$ cat src/rtl/knn_insert_ctrl_pkg.sv
// knn_insert_ctrl_pkg
//   Shared definitions for the KNN insert controller and its datapath:
//   default K/N/IDX_W, the 3-bit binary state encoding, and a decoder for
//   the outputs that depend on state alone.
package knn_insert_ctrl_pkg;

  localparam int K_DEFAULT     = 4;
  localparam int N_DEFAULT     = 10;
  localparam int IDX_W_DEFAULT = 8;

  typedef logic [2:0] state_t;

  localparam logic [2:0] S_IDLE   = 3'd0;
  localparam logic [2:0] S_CLEAR  = 3'd1;
  localparam logic [2:0] S_LOAD   = 3'd2;
  localparam logic [2:0] S_SCAN   = 3'd3;
  localparam logic [2:0] S_INSERT = 3'd4;
  localparam logic [2:0] S_NEXT   = 3'd5;
  localparam logic [2:0] S_DONE   = 3'd6;

  typedef struct packed {
    logic busy;
    logic nb_clr;
    logic dp_ready;
    logic en_nb;
    logic done;
  } moore_t;

  function automatic moore_t decode_moore(input state_t s);
    moore_t m;
    m          = '0;
    m.busy     = (s != S_IDLE);
    m.nb_clr   = (s == S_CLEAR);
    m.dp_ready = (s == S_LOAD);
    m.en_nb    = (s == S_INSERT);
    m.done     = (s == S_DONE);
    return m;
  endfunction

endpackage

$ cat src/rtl/knn_insert_ctrl_pt_counter.sv
// knn_insert_ctrl_pt_counter
//   Point counter with synchronous clear, enable and terminal-count flag.
//   Ports:
//     clk, rst  clock, async active-low reset
//     clr       synchronous clear to 0 (wins over en)
//     en        increment by one
//     cnt       current count
//     tc        cnt == TC
module knn_insert_ctrl_pt_counter #(
  parameter int W  = 8,
  parameter int TC = 9
) (
  input  logic         clk,
  input  logic         rst,
  input  logic         clr,
  input  logic         en,
  output logic [W-1:0] cnt,
  output logic         tc
);

  always_ff @(posedge clk or negedge rst) begin
    if (!rst) begin
      cnt <= '0;
    end else if (clr) begin
      cnt <= '0;
    end else if (en) begin
      cnt <= cnt + 1'b1;
    end
  end

  assign tc = (cnt == W'(TC));

endmodule

$ cat src/rtl/knn_insert_ctrl.sv
// knn_insert_ctrl
//   Sequences the KNN distance/insert datapath for one test point over N
//   data points: accept a point, latch its distance, walk the K slots until
//   the comparator reports insert (or the last slot passes), then shift the
//   neighbour list. done pulses after the Nth point.
//
//   state  | meaning
//   IDLE   | waiting for start
//   CLEAR  | reset neighbour list and slot counter, zero pt_idx
//   LOAD   | dp_ready high, waiting for a data point
//   SCAN   | compare latched distance against slot cnt
//   INSERT | shift new neighbour in at current slot
//   NEXT   | count the point, pick LOAD or DONE
//   DONE   | one-cycle done pulse
//
//   Ports:
//     clk, rst                      clock, async active-low reset
//     start                         begin a test point (IDLE only)
//     dp_valid / dp_ready           data point handshake
//     insert, cnt_flag              comparator result, slot counter == K-1
//     nb_clr, en_dist, start_cnt,
//     inc_cnt, en_nb                datapath controls
//     busy, done, pt_idx            status
module knn_insert_ctrl
  import knn_insert_ctrl_pkg::*;
#(
  parameter int K     = K_DEFAULT,
  parameter int N     = N_DEFAULT,
  parameter int IDX_W = IDX_W_DEFAULT
) (
  input  logic             clk,
  input  logic             rst,
  input  logic             start,
  input  logic             dp_valid,
  output logic             dp_ready,
  input  logic             insert,
  input  logic             cnt_flag,
  output logic             nb_clr,
  output logic             en_dist,
  output logic             start_cnt,
  output logic             inc_cnt,
  output logic             en_nb,
  output logic             busy,
  output logic             done,
  output logic [IDX_W-1:0] pt_idx
);

  // K only sizes the datapath slot counter; it is checked here so a
  // mismatched instantiation is caught at elaboration.
  if (K < 1 || N < 1 || (64'd1 << IDX_W) <= 64'(N)) begin : g_bad_param
    $error("knn_insert_ctrl: need K>=1, N>=1 and 2**IDX_W > N");
  end

  state_t state;
  state_t state_nxt;
  moore_t mo;
  logic   last_pt;

  always_ff @(posedge clk or negedge rst) begin
    if (!rst) begin
      state <= S_IDLE;
    end else begin
      state <= state_nxt;
    end
  end

  // en_dist/start_cnt follow dp_valid in LOAD so the distance is latched and
  // the slot counter zeroed on the accepting edge; SCAN then starts at slot 0.
  always_comb begin
    state_nxt = state;
    en_dist   = 1'b0;
    start_cnt = 1'b0;
    inc_cnt   = 1'b0;
    case (state)
      S_IDLE: begin
        if (start) state_nxt = S_CLEAR;
      end
      S_CLEAR: begin
        start_cnt = 1'b1;
        state_nxt = S_LOAD;
      end
      S_LOAD: begin
        if (dp_valid) begin
          en_dist   = 1'b1;
          start_cnt = 1'b1;
          state_nxt = S_SCAN;
        end
      end
      S_SCAN: begin
        // insert wins at the last slot; otherwise a point worse than all K
        // neighbours is dropped once cnt_flag is seen.
        if (insert) begin
          state_nxt = S_INSERT;
        end else if (cnt_flag) begin
          state_nxt = S_NEXT;
        end else begin
          inc_cnt = 1'b1;
        end
      end
      S_INSERT: state_nxt = S_NEXT;
      S_NEXT:   state_nxt = last_pt ? S_DONE : S_LOAD;
      S_DONE:   state_nxt = S_IDLE;
      default:  state_nxt = S_IDLE;
    endcase
  end

  assign mo       = decode_moore(state);
  assign busy     = mo.busy;
  assign nb_clr   = mo.nb_clr;
  assign dp_ready = mo.dp_ready;
  assign en_nb    = mo.en_nb;
  assign done     = mo.done;

  knn_insert_ctrl_pt_counter #(
    .W  (IDX_W),
    .TC (N - 1)
  ) u_pt_counter (
    .clk (clk),
    .rst (rst),
    .clr (state == S_CLEAR),
    .en  (state == S_NEXT),
    .cnt (pt_idx),
    .tc  (last_pt)
  );

endmodule

$ cat config.mk
export PLATFORM = sky130hd
export DESIGN_NAME = knn_insert_ctrl
export DESIGN_NICKNAME = d
export VERILOG_FILES = /design/src/rtl/knn_insert_ctrl_pkg.sv /design/src/rtl/knn_insert_ctrl_pt_counter.sv /design/src/rtl/knn_insert_ctrl.sv
export SDC_FILE = /design/constraint.sdc
export NUM_CORES = 1
export LEC_CHECK = 0
export BUFFER_PORTS_ARGS = -buffer_cell sky130_fd_sc_hd__buf_2
export CORE_AREA = 2 2 39 41
export CTS_BUF_LIST = sky130_fd_sc_hd__clkbuf_8
export DETAILED_ROUTE_END_ITERATION = 8
export DIE_AREA = 0 0 41 43
export PLACE_DENSITY = 0.84
export SLEW_MARGIN = 0
export SYNTH_ARGS = -nofsm -noshare
export SYNTH_HDL_FRONTEND = slang
export SYNTH_SLANG_ARGS = --single-unit
$ cat constraint.sdc
create_clock -name clk -period 4.5 [get_ports clk]
set_clock_uncertainty 0.1 [all_clocks]
set_input_delay 0 -clock clk [delete_from_list [all_inputs] [get_ports clk]]
set_output_delay 0 -clock clk [all_outputs]
set_load 0.03 [all_outputs]
Word level (Yosys, flattened, before mapping)
Cells that the tools add are included.
- multiplexer cells: 14
- reductions and logical operators: 4
- bitwise gates (word level): 0
- multiply operators: 0
- add/subtract/negate cells: 1
- shifts and indexed selects: 0
- div/mod/pow operators: 0
- magnitude comparators: 0
- equality and inequality tests: 10
- operators by type and width (cell ; count):
    3-bit case mux with 6 select lines ; 1
    8-bit 2-to-1 mux ; 2
    3-bit 2-to-1 mux ; 5
    3-bit equality test, second input constant ; 3
    8-bit by 1-bit adder with 8-bit output, second input constant ; 1
    8-bit by 4-bit equality test with 1-bit output, second input constant ; 1
    3-bit by 2-bit equality test with 1-bit output, second input constant ; 2
    1-bit 2-to-1 mux ; 5
    2-bit != test, second input constant ; 2
    3-bit by 1-bit equality test with 1-bit output, second input constant ; 1
    3-bit logical NOT ; 1
    3-bit != test, second input constant ; 1
    3-bit AND reduction ; 1
    3-bit nonzero test ; 1
    1-bit case mux with 2 select lines ; 1
    2-bit nonzero test ; 1
- bits in writable memories: 0
- input bits: 6
- memories kept: 0
- register bits: 11
- ROM bits: 0
- bits in latches: 0

Depth between registers and ports, before layout
Gate-level depths: netlist of run 1.
- word-level depth: 3
- mapped depth: 5
- mapped depth without buffers: 4

By module
Synthesis of run 1 repeated with hierarchy kept, for this count alone.
- cells, all modules: 70
- area total of the unflattened synthesis: 651.9 um2
- by module, submodules not included (module ; area an instance (um2) ; cells an instance ; instances ; seq. area each (um2)):
    knn_insert_ctrl_pt_counter ; 424.2 ; 42 ; 1 ; 200.2
    knn_insert_ctrl ; 227.7 ; 28 ; 1 ; 75.1

Least setup slack after synthesis of run 1
Ideal clock, no wire load.
- path type: reg2reg
- start point: register state[1]
- end point: register state[0]
- arrival time: 1.978 ns
- clock period less this slack: 2.156 ns
- data required time: 4.322 ns
- path buffers: 1
- path slack: 2.344 ns
- library setup time: 0.078 ns
- cell stages (with the launch flop): 5
- cells stage by stage: dfrtp_1 buf_6 or2b_1 nor4b_1 o21bai_1
- cells in the longest elaborated chain, start to end: 3
- RTL lines (element ; line ; text):
    start, declared ; knn_insert_ctrl.sv:54 ; state_t state;
    start signal, assigned ; knn_insert_ctrl.sv:63 ; state <= state_nxt;
    3-bit by 2-bit equality test with 1-bit output or 3-bit logical NOT (tied branches) ; knn_insert_ctrl.sv:74 ; case (state)
    3-bit != test (no line) or 2-bit != test (tied branches) ; -- ;
    3-bit AND reduction (no line) ; -- ;
Parallel ways exist; a longest one is shown, timed or not.
A chain may end at the register's enable or synchronous reset.

Worst setup path in the final report of run 1
- start point: register state[0]
- end point: output start_cnt
- cells in the longest elaborated chain, start to end: 2
- RTL lines (element ; line ; text):
    3-bit by 2-bit equality test with 1-bit output or 3-bit by 1-bit equality test with 1-bit output (tied branches) ; knn_insert_ctrl.sv:74 ;
    1-bit case mux with 2 select lines (*) ; knn_insert_ctrl.sv:74 ;
    end, declared ; knn_insert_ctrl.sv:40 ; output logic start_cnt,
Mark *: on every way between the ends. The rest lies on a longest branch, timed or not.

==> run metrics, run 1 <==
ANT cells 0; Net Sw Frac 46.7%; Comb pwr share 46.7%; outcome completed; FF+latch count, synth 11; Routed WL per cell 14.2 µm; asr flop ratio synth 100%; RSZ-0062 raised after global routing false; Slew Viols, Final 0; sequential fraction of the synthesis area 38.1%; clock slew at reported path FFs 0.05 ns; Sink Count 11; worst r2r dst u_pt_counter.cnt[7]$_DFFE_PN0P_; routability cong. 0.811; CTS Buf Count 3; Least-Margin Pin Slew 0.458 ns; H-Tree Level Count 1; M3 GR Usage 8.90%; Die W 41 µm; layout cells sized above 1 29.0%; CP required 4.40 ns; initial antenna violation count 0; Congestion Overflow GR 0; Worst VDD drop 0.403 mV; CTS tree built; vias in the first global route 609; max frequency 549 MHz; Mapped Cells 78; initial DRC count 5; Final Net Count 109; Critical Path End Type output port; Die Area 1760 µm²; Pint 0.000275 W; Worst Hold Class in -> reg; Hold Vio Cnt, Final 0; Final Instance Area 878 µm²; hold path startpoint insert; number of flops mapped to enable cells by yosys 0; mapped cell area 723 µm²; crit path time final 1.82 ns; number of max-cap violations 0; global routing usage on met1 30.7%; largest net degree at the start of global routing 18; post-CTS resize count 0; reg2reg path depth 3; Starting Density 52.3%; DP HPWL 1160 µm; Arr. time, crit path 1.72 ns; Most used DFF post-synth dfrtp_1; YS warnings 0; Psw 0.000241 W; grt peak-use layer met2; post-synthesis cell type count 36; First-pass DRT Iterations 4; Power Dens Cells 587 nW/µm²; I/O Buffers 21; Syn Area/Cell 9.27 µm²; flop-to-flop setup slack 2.82 ns; Hold EP state[1]$_DFFE_PN0P_; total track usage 23.6%; final setup violating endpoints 0; Max-slew headroom 69.4%; total power draw 0.000515 W; first-pass GRT wire length 2770 µm; residual DRC count 0; Die Ht 43 µm; area delta synth->final 21.5%; Reg power frac 34.5%; via count 668; syn_nets 86; total core area 1380 µm²; Site Rows 14; worst r2r src state[1]$_DFFE_PN0P_; Max Buffers Root-to-Sink 2; post-route ant nets 0; WHS Path Cells 4; critical path class reg -> out; WL final 1650 µm; CP Max Fanout 16; Synth top area share 38.1%; Root Driver clkbuf_8; startpoint type of the worst setup path flop; number of I/O pins 22; FILL cells 115; DR vias/cell 5.76; final period utilization 40.5%; Setup TNS Final 0 ns; Leakage 0.429 nW; Cell Area, Placed 813 µm²; top cells by area, synth dfrtp_1, nor3b_1, ha_1; Clk pwr share 18.8%; Yosys top cell by area dfrtp_1; worst skew pair latency 0.24 ns; met2 GRT Util 33.1%
-- synth_stat cells, types with 2 or more instances --
| cell | count |
|---|---|
| mux2_2 | 2 |
| inv_1 | 3 |
| a21oi_1 | 4 |
| o31ai_1 | 2 |
| or4_1 | 2 |
| dfrtp_1 | 11 |
| ha_1 | 2 |
| clkbuf_1 | 2 |
| nor4_1 | 2 |
| nand3_1 | 3 |
| nor2_1 | 6 |
| nand4_1 | 2 |
| or3_1 | 2 |
| nand2b_1 | 3 |
| nor3b_1 | 5 |
| nand2_1 | 3 |
| o21ai_0 | 4 |
| buf_6 | 2 |
-- worst max-delay path by stage --
stage | startpoint | end | slack, ns | cells after the start
after floorplan | state[1]$_DFFE_PN0P_ | state[0]$_DFFE_PN0P_ | 2.34 | 4
after global placement | state[0]$_DFFE_PN0P_ | u_pt_counter.cnt[6]$_DFFE_PN0P_ | 2.89 | 3
after detailed placement | state[1]$_DFFE_PN0P_ | u_pt_counter.cnt[7]$_DFFE_PN0P_ | 2.83 | 3
after CTS | state[0]$_DFFE_PN0P_ | start_cnt | 2.68 | 3
after global routing | state[0]$_DFFE_PN0P_ | start_cnt | 2.53 | 3
final | state[0]$_DFFE_PN0P_ | start_cnt | 2.68 | 3
-- area by class of cell --
class	instances	area [µm²]	share of cell area (%)
multi-input cells	59	402	45.7
clock inverters	1	3.75	0.427
repair buffers	23	125	14.2
inverters	3	11.3	1.28
flip-flops and latches	11	275	31.3
clock buffers	3	41.3	4.70
well taps	16	20.0	2.28
-- sequential cells by signal, indices dropped and copies added (netlist names) --
name              flops
u_pt_counter.cnt      8
state                 3
-- through the flow --
| stage | worst slack, ns | util [%] | hold WS (ns) | std cells |
|---|---|---|---|---|
| finish | 2.68 | 63.5 | 0.0149 | 116 |
| global route | 2.53 | 63.5 | 0.0511 | 116 |
| global placement | 2.89 | 58.8 | -0.225 | 110 |
| detailed placement | 2.83 | 58.8 | -0.219 | 110 |
| floorplan | 2.34 | - | -0.396 | 78 |
| CTS | 2.68 | 63.5 | 0.0113 | 116 |
-- power groups by stage --
stage | clock [W] | combinational [W] | sequential [W]
6_report | 0.0000968 | 0.000241 | 0.000178
5_1_grt | 0.000108 | 0.000262 | 0.000184
4_1_cts | 0.000100 | 0.000243 | 0.000176
3_5_place_dp | 0 | 0.000240 | 0.000178
3_3_place_gp | 0 | 0.000231 | 0.000174
2_1_floorplan | 0 | 0.000216 | 0.000159
-- worst max-delay path, cell delays in order (launching register included) --
cell and delay (ns):
dfrtp_1 0.62, nor3b_2 0.49, or2_2 0.19, buf_2 0.18
-- layer usage --
layer,vias to the layer above,routed length (µm)
li1,332,-
met1,317,716
met2,16,846
met3,3,66
met4,0,23
met5,-,0
-- cells in the final DEF (no fill, tap or decap) --
cell	synthesis	final
buf_2	1	21
dfrtp_1	11	11
nor2_1	6	6
nor3b_1	5	5
inv_1	3	4
o21ai_0	4	4
a21oi_1	4	4
nand2b_1	3	3
nand3_1	3	3
nand2_1	3	3
clkbuf_8	0	3
or3_1	2	2
nor4_1	2	2
mux2_2	2	2
nand4_1	2	2
o31ai_1	2	2
or4_1	2	2
ha_1	2	2
dlygate4sd3_1	0	2
and2_1	1	1
and3_1	1	1
nor3b_2	1	1
or2_2	1	1
or2b_1	1	1
nor4b_1	1	1
o211a_1	1	1
a221o_1	1	1
o21bai_1	1	1
nor2b_1	1	1
nand3b_1	1	1
nor3_1	1	1
and3b_1	1	1
a211oi_1	1	1
nand2b_4	1	1
a22o_1	1	1
xnor2_1	1	1
-- logic make-up after synthesis --
group | Yosys count | share of synthesized area, %
AND/OR/NAND/NOR | 39 | 34.1
AO/OA/AOI/OAI | 15 | 13.7
flip-flops | 11 | 38.1
buffers and inverters | 8 | 6.40
multiplexers | 2 | 3.11
adder cells (fa/ha/maj) | 2 | 3.46
XOR/XNOR | 1 | 1.21
-- what timing repair did --
action	in CTS	in global routing
hold buffers	2	0
setup buffers	0	0
hold endpoints to repair	12	0
Note: power is estimated with default switching activity, not from simulation.
==> run 2: changes to the inputs <==
--- a/config.mk
+++ b/config.mk
@@ -6,11 +6,10 @@
 export NUM_CORES = 1
 export LEC_CHECK = 0
 export BUFFER_PORTS_ARGS = -buffer_cell sky130_fd_sc_hd__buf_2
-export CORE_AREA = 2 2 39 41
+export CORE_UTILIZATION = 52
 export CTS_BUF_LIST = sky130_fd_sc_hd__clkbuf_8
 export DETAILED_ROUTE_END_ITERATION = 8
-export DIE_AREA = 0 0 41 43
-export PLACE_DENSITY = 0.84
+export PLACE_DENSITY = 0.81
 export SLEW_MARGIN = 0
 export SYNTH_ARGS = -nofsm -noshare
 export SYNTH_HDL_FRONTEND = slang
==> constraint.sdc (replaced) <==
create_clock -name clk -period 1.7 [get_ports clk]
set_clock_uncertainty 0.1 [all_clocks]
set_input_delay 0 -clock clk [delete_from_list [all_inputs] [get_ports clk]]
set_output_delay 0 -clock clk [all_outputs]
set_load 0.03 [all_outputs]
==> run metrics, run 2 (synthesis results as in run 1) <==
outcome completed; setup bufs post-CTS 0 (unchanged); FILL cells 101 (-12%); Site Rows 13 (-1); clock slew at reported path FFs 0.05 ns (about the same); CTS tree built; Worst VDD drop 0.874 mV (+120%); commonest non-fill, non-tap cell in the layout buf_2; most frequent cells in the layout buf_2, dfrtp_1, nor2_1; via count 702 (+5.1%); Routed WL per cell 14.7 µm (+3.0%); Critical Path End Type output port; Max Buffers Root-to-Sink 2 (unchanged); area delta synth->final 25.1%; largest net degree at the start of global routing 15 (-3); Reg power frac 31.7% (-2.8 points); CP Max Fanout 11 (-5); final period utilization 96.0%; final setup violating endpoints 0 (unchanged); Hold Vio Cnt, Final 0 (unchanged); Die Area 1540 µm² (-12%); total core area 1300 µm² (-6.0%); ANT cells 0 (unchanged); Comb pwr share 50.4% (+3.7 points); I/O Buffers 21 (unchanged); Pint 0.000778 W (+180%); H-Tree Level Count 1 (unchanged); Max-slew headroom 66.8% (-2.6 points); layout cells sized above 1 36.3% (+7.3 points); Setup TNS Final 0 ns (unchanged); vias in the first global route 576 (-5.4%); startpoint type of the worst setup path flop; Congestion Overflow GR 0 (unchanged); Final Instance Area 905 µm² (+3.0%); Root Driver clkbuf_8; Leakage 0.439 nW (+2.3%); top flop regs u_pt_counter.cnt x8, state x3; max frequency 613 MHz; DR vias/cell 6.00 (+4.2%); total track usage 27.8% (+4.2 points); critical path class reg -> out; Arr. time, crit path 1.53 ns (-0.19 ns); Worst Hold Class in -> reg; final core occ 69.5% (+6.0 points); initial antenna violation count 0 (unchanged); Starting Density 55.6% (+3.3 points); WL final 1720 µm (+3.9%); Clk pwr share 17.9% (-0.9 points); Final Net Count 111 (+1.8%); CTS Buf Count 3 (unchanged); largest register by flop count u_pt_counter.cnt; Least-Margin Pin Slew 0.493 ns (+0.0348 ns); Power Dens Cells 1600 nW/µm² (+170%); Net Sw Frac 46.1% (-0.61 points); Sink Count 11 (unchanged); DP HPWL 1200 µm (+3.5%); Die W 39.3 µm (-4.2%); first-pass GRT wire length 2720 µm (-1.7%); worst skew pair latency 0.24 ns (about the same); Die Ht 39.3 µm (-8.6%); setup ws final 0.0687 ns (-2.61 ns); Slew Viols, Final 0 (unchanged); dpl ws 0.123 ns (-2.71 ns); crit path time final 1.63 ns; number of I/O pins 22 (unchanged); Cell Area, Placed 846 µm² (+4.0%); routability cong. 0.878 (+8.3%); initial DRC count 21 (+16); First-pass DRT Iterations 4 (unchanged); number of max-cap violations 0 (unchanged); residual DRC count 0 (unchanged); Psw 0.000665 W (+180%); post-route ant nets 0 (unchanged); Largest register FFs 8 (unchanged); RSZ-0062 raised after global routing false; CP required 1.60 ns (-2.80 ns)
run 2: changes by cell type in the layout (fill, tap and decap cells not counted), sizes merged:
cell,change
buf,+3
dlygate4sd3,-1
run 2: critical path: stages (launching register included):
cell,delay [ns]
dfrtp_2,0.47
buf_4,0.18
and3_1,0.15
or2_2,0.30
buf_2,0.18
run 2: per-stage QoR:
step	hold slack [ns]	power [W]	std cells
after global placement	-0.222	0.00114	112
final	0.00166	0.00144	117
after detailed placement	-0.218	0.00116	112
after floorplan	-0.396	0.00100	78
after global routing	0.0170	0.00154	117
after CTS	0.00364	0.00143	117
run 2: power by group through the flow:
stage / logic, W / clock network (W) / registers (W)
final: 0.000727 / 0.000259 / 0.000457
after global placement: 0.000703 / 0 / 0.000437
after floorplan: 0.000583 / 0 / 0.000420
after global routing: 0.000789 / 0.000275 / 0.000476
after detailed placement: 0.000713 / 0 / 0.000450
after CTS: 0.000727 / 0.000259 / 0.000449
run 2: area by class of cell:
class	count	area, µm²	area share (%)
multi-input combinational	59	413	45.6
timing repair buffer	25	138	15.2
tap	15	18.8	2.07
clock buffer	3	41.3	4.56
sequential	11	279	30.8
inverter	3	11.3	1.24
clock inverter	1	3.75	0.415
run 2: path summary, 6_finish.rpt:
kind	startpoint	to	slack, ns	depth (start not counted)
worst min-delay path	cnt_flag	state[0]$_DFFE_PN0P_	0.002	3
max in group asynchronous	rst	state[0]$_DFFE_PN0P_	1.21	2
worst max-delay path	state[1]$_DFFE_PN0P_	start_cnt	0.07	4
worst min register to register	state[1]$_DFFE_PN0P_	state[1]$_DFFE_PN0P_	0.49	1
min in group asynchronous	rst	u_pt_counter.cnt[7]$_DFFE_PN0P_	0.06	2
worst max register to register	state[1]$_DFFE_PN0P_	u_pt_counter.cnt[7]$_DFFE_PN0P_	0.15	3
run 2: metal layers:
layer / global-route usage [%] / routed length, µm
met5: 0 / 0
met4: 18.1 / 29
met3: 3.41 / 54
met2: 42.9 / 863
met1: 36.3 / 768
run 2: what timing repair did:
item,in CTS,in global routing
cloned,0,0
endpoints found under the setup margin,1,2
gates resized for setup,1,2
endpoints found under the hold margin,11,0
hold buffers,1,0
